$ cat config.mk
export PLATFORM = sky130hd
export DESIGN_NAME = rx_udp_port_ctrl
export DESIGN_NICKNAME = d
export VERILOG_FILES = /design/src/rtl/rx_udp_ctrl_pkg.sv /design/src/rtl/udp_port_match.sv /design/src/rtl/rx_udp_port_ctrl.sv
export SDC_FILE = /design/constraint.sdc
export NUM_CORES = 1
export LEC_CHECK = 0
export ABC_CLOCK_PERIOD_IN_PS = 2200
export CAP_MARGIN = 5
export CORE_UTILIZATION = 45
export DETAILED_ROUTE_END_ITERATION = 16
export MAX_ROUTING_LAYER = met4
export PLACE_DENSITY_LB_ADDON = 0.15
export REMOVE_ABC_BUFFERS = 1
export SKIP_LAST_GASP = 1
export SYNTH_ARGS = -nofsm -noshare
export SYNTH_HDL_FRONTEND = slang
export SYNTH_HIERARCHICAL = 1
export SYNTH_SLANG_ARGS = --single-unit
$ cat constraint.sdc
create_clock -name RX_CLK -period 2.2 [get_ports RX_CLK]
set_input_delay 0.66 -clock RX_CLK [delete_from_list [all_inputs] [get_ports RX_CLK]]
set_output_delay 0.66 -clock RX_CLK [all_outputs]
set_load 0.005 [all_outputs]
$ cat src/rtl/rx_udp_ctrl_pkg.sv
// Shared FSM encoding and counter constants for the UDP RX port-binding controller.
package rx_udp_ctrl_pkg;

  typedef enum logic [1:0] {
    StIdle,
    StFwd,
    StDrop
  } state_e;

  localparam int unsigned CNT_W = 16;
  localparam logic [CNT_W-1:0] CNT_MAX = 16'hFFFF;

  function automatic logic [CNT_W-1:0] sat_inc(input logic [CNT_W-1:0] v);
    return (v == CNT_MAX) ? v : v + 16'd1;
  endfunction

endpackage

$ cat src/rtl/udp_port_match.sv
// Combinational priority matcher: lowest enabled table entry whose port equals dst_port.
module udp_port_match #(
  parameter int unsigned NUM_CH = 4,
  parameter int unsigned CH_W   = 2,
  parameter int unsigned PW     = 16
) (
  input  logic [NUM_CH*PW-1:0] tbl_port,
  input  logic [NUM_CH-1:0]    tbl_en,
  input  logic [PW-1:0]        dst_port,
  output logic                 hit,
  output logic [CH_W-1:0]      idx
);

  always_comb begin
    hit = 1'b0;
    idx = '0;
    // Walk downwards so the lowest matching index is the one left standing.
    for (int i = NUM_CH - 1; i >= 0; i--) begin
      if (tbl_en[i] && (tbl_port[i*PW +: PW] == dst_port)) begin
        hit = 1'b1;
        idx = i[CH_W-1:0];
      end
    end
  end

endmodule

$ cat src/rtl/rx_udp_port_ctrl.sv
// UDP RX port-binding controller: matches dst port at frame start and steers payload bytes.
// Optional per-channel frame counters are built when STATS_EN is defined.
module rx_udp_port_ctrl
  import rx_udp_ctrl_pkg::*;
#(
  parameter int unsigned OCT    = 8,
  parameter int unsigned NUM_CH = 4,
  parameter int unsigned CH_W   = 2
) (
  input  logic                    RX_CLK,
  input  logic                    rst_n,
  input  logic                    func_en,
  input  logic                    cfg_we,
  input  logic [CH_W-1:0]         cfg_idx,
  input  logic [OCT*2-1:0]        cfg_port,
  input  logic                    cfg_en,
  input  logic [OCT*2-1:0]        rx_udp_dst_port,
  input  logic                    rx_udp_data_v,
  input  logic [OCT-1:0]          rx_udp_data,
  output logic [NUM_CH-1:0]       ch_data_v,
  output logic [OCT-1:0]          ch_data,
  output logic                    ch_sop,
  output logic                    ch_eop,
  output logic [CH_W-1:0]         ch_sel,
  output logic [NUM_CH-1:0]       ch_irq,
  output logic [CNT_W-1:0]        drop_cnt,
  output logic                    busy,
  output logic [NUM_CH*CNT_W-1:0] stats_frames
);

  localparam int unsigned PW = OCT * 2;

  // Binding table
  logic [PW-1:0]        port_q [NUM_CH];
  logic [NUM_CH-1:0]    en_q;
  logic [NUM_CH*PW-1:0] tbl_port;

  for (genvar i = 0; i < NUM_CH; i++) begin : g_tbl
    assign tbl_port[i*PW +: PW] = port_q[i];

    always_ff @(posedge RX_CLK or negedge rst_n) begin
      if (!rst_n) begin
        port_q[i] <= '0;
        en_q[i]   <= 1'b0;
      end else if (cfg_we && (cfg_idx == i[CH_W-1:0])) begin
        port_q[i] <= cfg_port;
        en_q[i]   <= cfg_en;
      end
    end
  end

  logic            hit;
  logic [CH_W-1:0] hit_idx;

  udp_port_match #(
    .NUM_CH (NUM_CH),
    .CH_W   (CH_W),
    .PW     (PW)
  ) u_match (
    .tbl_port (tbl_port),
    .tbl_en   (en_q),
    .dst_port (rx_udp_dst_port),
    .hit      (hit),
    .idx      (hit_idx)
  );

  // Frame FSM
  state_e          state_q, state_d;
  logic [CH_W-1:0] sel_q, sel_d;
  logic [CNT_W-1:0] drop_q, drop_d;
  logic            data_v_q;
  logic            start;
  logic            fwd_start;

  assign start = rx_udp_data_v & ~data_v_q;

  always_comb begin
    state_d   = state_q;
    sel_d     = sel_q;
    drop_d    = drop_q;
    fwd_start = 1'b0;
    unique case (state_q)
      StIdle: begin
        if (start) begin
          if (func_en && hit) begin
            state_d   = StFwd;
            sel_d     = hit_idx;
            fwd_start = 1'b1;
          end else begin
            state_d = StDrop;
            // A disabled block swallows the frame without counting it as unmatched.
            if (func_en) drop_d = sat_inc(drop_q);
          end
        end
      end
      StFwd, StDrop: begin
        if (!rx_udp_data_v) state_d = StIdle;
      end
      default: state_d = StIdle;
    endcase
  end

  always_ff @(posedge RX_CLK or negedge rst_n) begin
    if (!rst_n) begin
      state_q  <= StIdle;
      sel_q    <= '0;
      drop_q   <= '0;
      data_v_q <= 1'b0;
    end else begin
      state_q  <= state_d;
      sel_q    <= sel_d;
      drop_q   <= drop_d;
      data_v_q <= rx_udp_data_v;
    end
  end

  // Stage 1
  logic           s1_v_q, s1_first_q;
  logic [OCT-1:0] s1_data_q;

  always_ff @(posedge RX_CLK or negedge rst_n) begin
    if (!rst_n) begin
      s1_v_q     <= 1'b0;
      s1_first_q <= 1'b0;
      s1_data_q  <= '0;
    end else begin
      s1_v_q     <= fwd_start | ((state_q == StFwd) & rx_udp_data_v);
      s1_first_q <= fwd_start;
      s1_data_q  <= rx_udp_data;
    end
  end

  // Stage 2
  logic [NUM_CH-1:0] sel_oh;
  logic [NUM_CH-1:0] ch_data_v_q, ch_irq_q;
  logic [OCT-1:0]    ch_data_q;
  logic              ch_sop_q, ch_eop_q;
  logic [CH_W-1:0]   ch_sel_q;

  always_comb begin
    sel_oh        = '0;
    sel_oh[sel_q] = 1'b1;
  end

  always_ff @(posedge RX_CLK or negedge rst_n) begin
    if (!rst_n) begin
      ch_data_v_q <= '0;
      ch_data_q   <= '0;
      ch_sop_q    <= 1'b0;
      ch_eop_q    <= 1'b0;
      ch_sel_q    <= '0;
      ch_irq_q    <= '0;
    end else begin
      ch_data_v_q <= s1_v_q ? sel_oh : '0;
      if (s1_v_q) ch_data_q <= s1_data_q;
      ch_sop_q    <= s1_first_q;
      // The byte in stage 1 is the last one when the input has already gone quiet.
      ch_eop_q    <= s1_v_q & ~rx_udp_data_v;
      if (s1_first_q) ch_sel_q <= sel_q;
      ch_irq_q    <= ch_eop_q ? ch_data_v_q : '0;
    end
  end

  assign ch_data_v = ch_data_v_q;
  assign ch_data   = ch_data_q;
  assign ch_sop    = ch_sop_q;
  assign ch_eop    = ch_eop_q;
  assign ch_sel    = ch_sel_q;
  assign ch_irq    = ch_irq_q;
  assign drop_cnt  = drop_q;
  assign busy      = (state_q != StIdle) | s1_v_q | (|ch_data_v_q);

`ifdef STATS_EN
  for (genvar i = 0; i < NUM_CH; i++) begin : g_stats
    logic [CNT_W-1:0] cnt_q;

    always_ff @(posedge RX_CLK or negedge rst_n) begin
      if (!rst_n) begin
        cnt_q <= '0;
      end else if (ch_eop_q && ch_data_v_q[i]) begin
        cnt_q <= sat_inc(cnt_q);
      end
    end

    assign stats_frames[i*CNT_W +: CNT_W] = cnt_q;
  end
`else
  assign stats_frames = '0;
`endif

endmodule

==> metrics.cfg <==
[sta]
finalSetupTns_ns = -1.59
hold_ws_ns = 0.212
fin_ws_ns = -0.214
finalSetupViolations = 19
rsz0062_at_grt = yes
worstMarginPinSlew_ns = 0.665
finalCritPeriodShare_pct = 110
finalCriticalPeriod_ns = 2.41
drv_slew = 0
slew_headroom_pct = 55.5
hold_viol = 0
clock_skew_ns = 0.00900
fmax_ghz = 0.414

[finish]
drive_gt1_share_pct = 26.5
fillers = 1067
fin_nets = 631
post-route-util_pct = 60.5
diodes = 0
area_growth_pct = 31.0

[logic_synthesis]
netlist_top_cells_area = dfrtp_1 (51%), buf_4 (8.2%), mux2_2 (8.1%)
yosysTopAreaCellShare_pct = 50.9
yosys.area.top_type = dfrtp_1
post_synth_inst_count = 458
synth.avg_cell_area_um2 = 12.8
yosysWarnings = 6
ys_types = 42
synthArstFlopShare_pct = 100
ys_seq_area_share_pct = 50.9
syn_area_um2 = 5850
synth-edff-count = 0
ys.flop_type = dfrtp_1
synth-seq-cells = 119

[detailed_routing]
wire_per_inst_um = 15.3
top_layer = met4
routed_wl_um = 11600
met2_length_um = 6020
ant_nets = 0
wl_met3_um = 570
vias_per_cell = 4.83
met1_length_um = 4800
vias = 3674
post-route-drc-count = 0
drt_iter0_drc = 154
drt_pass1_iterations = 4

[floorplanning]
core_area_um2 = 12700
die_h_um = 116
row_count = 41
fp.dieArea_um2 = 13500
io_pins = 149
start_util_pct = 46.2
die_x_um = 116

[power]
clkPwrFrac_pct = 39.1
ir_drop_v = 0.000586
swShare_pct = 25.0
power.leakage_uw = 0.00336
p_int_uw = 5050
p_seq_share_pct = 41.6
power.density_nw_per_um2 = 879
p_comb_share_pct = 19.3
p_sw_uw = 1680

[global_route]
overflow = 0
grt_pass1_vias = 3788
grt_first_pass_wirelength_um = 18900
grt_usage_pct = 19.8
antenna_found_initial = 0
grt_max_degree = 38

[clock_tree]
cts_tree = done
numCtsBuffers = 17
cts_buffer_depth = 2
clock-root-buffer = clkbuf_16
cts.reportedPaths.clkPinSlew_ns = 0.05
clk_latency_ns = 0.41
cts_hold_buf = 0
cts_htree_levels = 4
cts_sinks = 119

[setup_path]
timing.rr.end = drop_cnt[8]
cp_data_arrival_time_ns = 2.71
r2r_cells = 8
worstPathMaxFanout = 3
startpoint_type = input port
end_kind = flop
worstSetupPathType = input port to flop
critPathRequiredTime_ns = 2.49
reg2reg_from = port_q[48]
crit_end = drop_cnt[8]
crit_start = rx_udp_dst_port[13]
r2r_slack_ns = -0.20

[outcome]
outcome = finished, violations left
violations = setup timing

[min_path]
hold_path.class = input port to asynchronous set/reset pin

[placement]
hpwl_um = 8270
io_buffers = 84
place_congestion = 0.776

[run]
drv_cap = 0

[through the flow]
step	total power (uW)	setup WS, ns	instances	cell area, um2
3_5_place_dp	4040	-1.18	729	6870
5_1_grt	7080	-0.258	761	7660
3_3_place_gp	4000	-1.15	729	6870
2_1_floorplan	3440	-0.629	448	5550
4_1_cts	6780	-0.198	760	7570
6_report	6740	-0.214	761	7660
[power groups by stage]
stage | Clock, uW | Combinational, uW | Sequential [uW]
after floorplan | 0 | 660 | 2780
after global placement | 0 | 1190 | 2810
after detailed placement | 0 | 1210 | 2830
after CTS | 2690 | 1290 | 2800
after global routing | 2800 | 1440 | 2850
final | 2640 | 1300 | 2800
[cells by family after synthesis]
family                     count (synthesis)  synth area share [%]
DFF                                      119                  50.9
and+or+nand+nor                           88                  9.86
muxes                                     81                  15.6
xor gates and xnor gates                  79                  12.1
buffers and inverters                     77                  9.37
AOI/OAI and AO/OA                         10                  1.46
adders and majority gates                  3                 0.642
other                                      1                0.0641
[worst max-delay path, cell delays in order]
cell and delay [ns]:
buf_4 0.14, buf_6 0.12, xnor2_1 0.11, nand4_1 0.14
nor4_2 0.07, a32o_2 0.22, or2_1 0.22, or3_4 0.35
or4_4 0.53, xnor2_2 0.14
[cell type report]
cell class              count  area (um2)  area share (%)
clock buffers              24         492            6.42
multi-input cells         325        2830            36.9
flip-flops and latches    119        2980            38.9
inverters                   4        15.0           0.196
well taps                 172         215            2.81
clock inverters             4        70.1           0.914
repair buffers            113        1060            13.9
[per-layer routing]
metal  GRT usage (%)  up-vias
met3            5.86       18
met5               -        -
met1            22.4     1828
met4            7.61        0
li1                -     1698
met2            33.0      130
[placed cells by master (no fill, tap or decap), drive strengths merged]
cell and instances:
nor2 7, xor2 29, buf 46, o31ai 1, dlygate4sd2 1, a21boi 1, nand4 15, a32o 1
o211ai 1, clkbuf 24, or3 1, dfrtp 119, or2 1, o2bb2ai 1, nand2 16, nor4b 5
nor3b 3, xnor2 50, nor4 12, clkinv 2, nor3 4, and3 4, nand3 6, nand2b 1
or4 1, a32oi 1, and2 6, nand3b 3, clkdlybuf4s50 66, a22o 3, inv 4, conb 64
o21a 1, mux2 81, ha 3, bufinv 2, and4 1, nor2b 2
[how the worst min path moves through the flow]
| stage | from | endpoint | slack (ns) | cells past startpoint |
|---|---|---|---|---|
| after CTS | rst_n | ch_irq[1] | 0.21 | 1 |
| after global placement | s1_first_q | ch_sop | 0.40 | 0 |
| after global routing | rst_n | s1_data_q[6] | 0.23 | 1 |
| after detailed placement | s1_first_q | ch_sop | 0.41 | 0 |
| final | rst_n | ch_sop | 0.21 | 1 |
| after floorplan | rst_n | ch_data[0] | 0.36 | 0 |
[synthesized netlist by cell type, types with 2 or more instances]
master,n
nand3_1,6
inv_1,4
xnor2_1,48
clkbuf_1,4
nand3b_1,3
xnor2_2,2
ha_1,3
buf_2,3
xor2_1,29
nor2b_1,2
a22o_1,3
nand4_1,15
nor4b_1,3
nor4_2,7
dfrtp_1,119
nor4b_2,2
nor4_1,5
nor2_1,7
buf_6,2
nor3_1,4
nand2_1,16
and2_1,4
nor3b_1,2
and2_0,2
mux2_1,39
buf_4,64
and3_1,4
mux2_2,42
[repair_timing]
item                                   CTS  global route
buffers inserted                         3             1
gates resized for setup                 96            14
setup endpoints to repair               23            22
endpoints found under the hold margin    0             0
pin swaps                               13            13
[state kept, by name (all words and copies together), names as in the netlist]
signal / count
state_q: 2
ch_eop: 1
s1_v_q: 1
ch_sop: 1
s1_first_q: 1
port_q: 64
drop_cnt: 16
s1_data_q: 8
ch_data_v: 4
data_v_q: 1
sel_q: 2
ch_irq: 4
ch_sel: 2
en_q: 4
ch_data: 8
(Power assumes the default switching activity.)
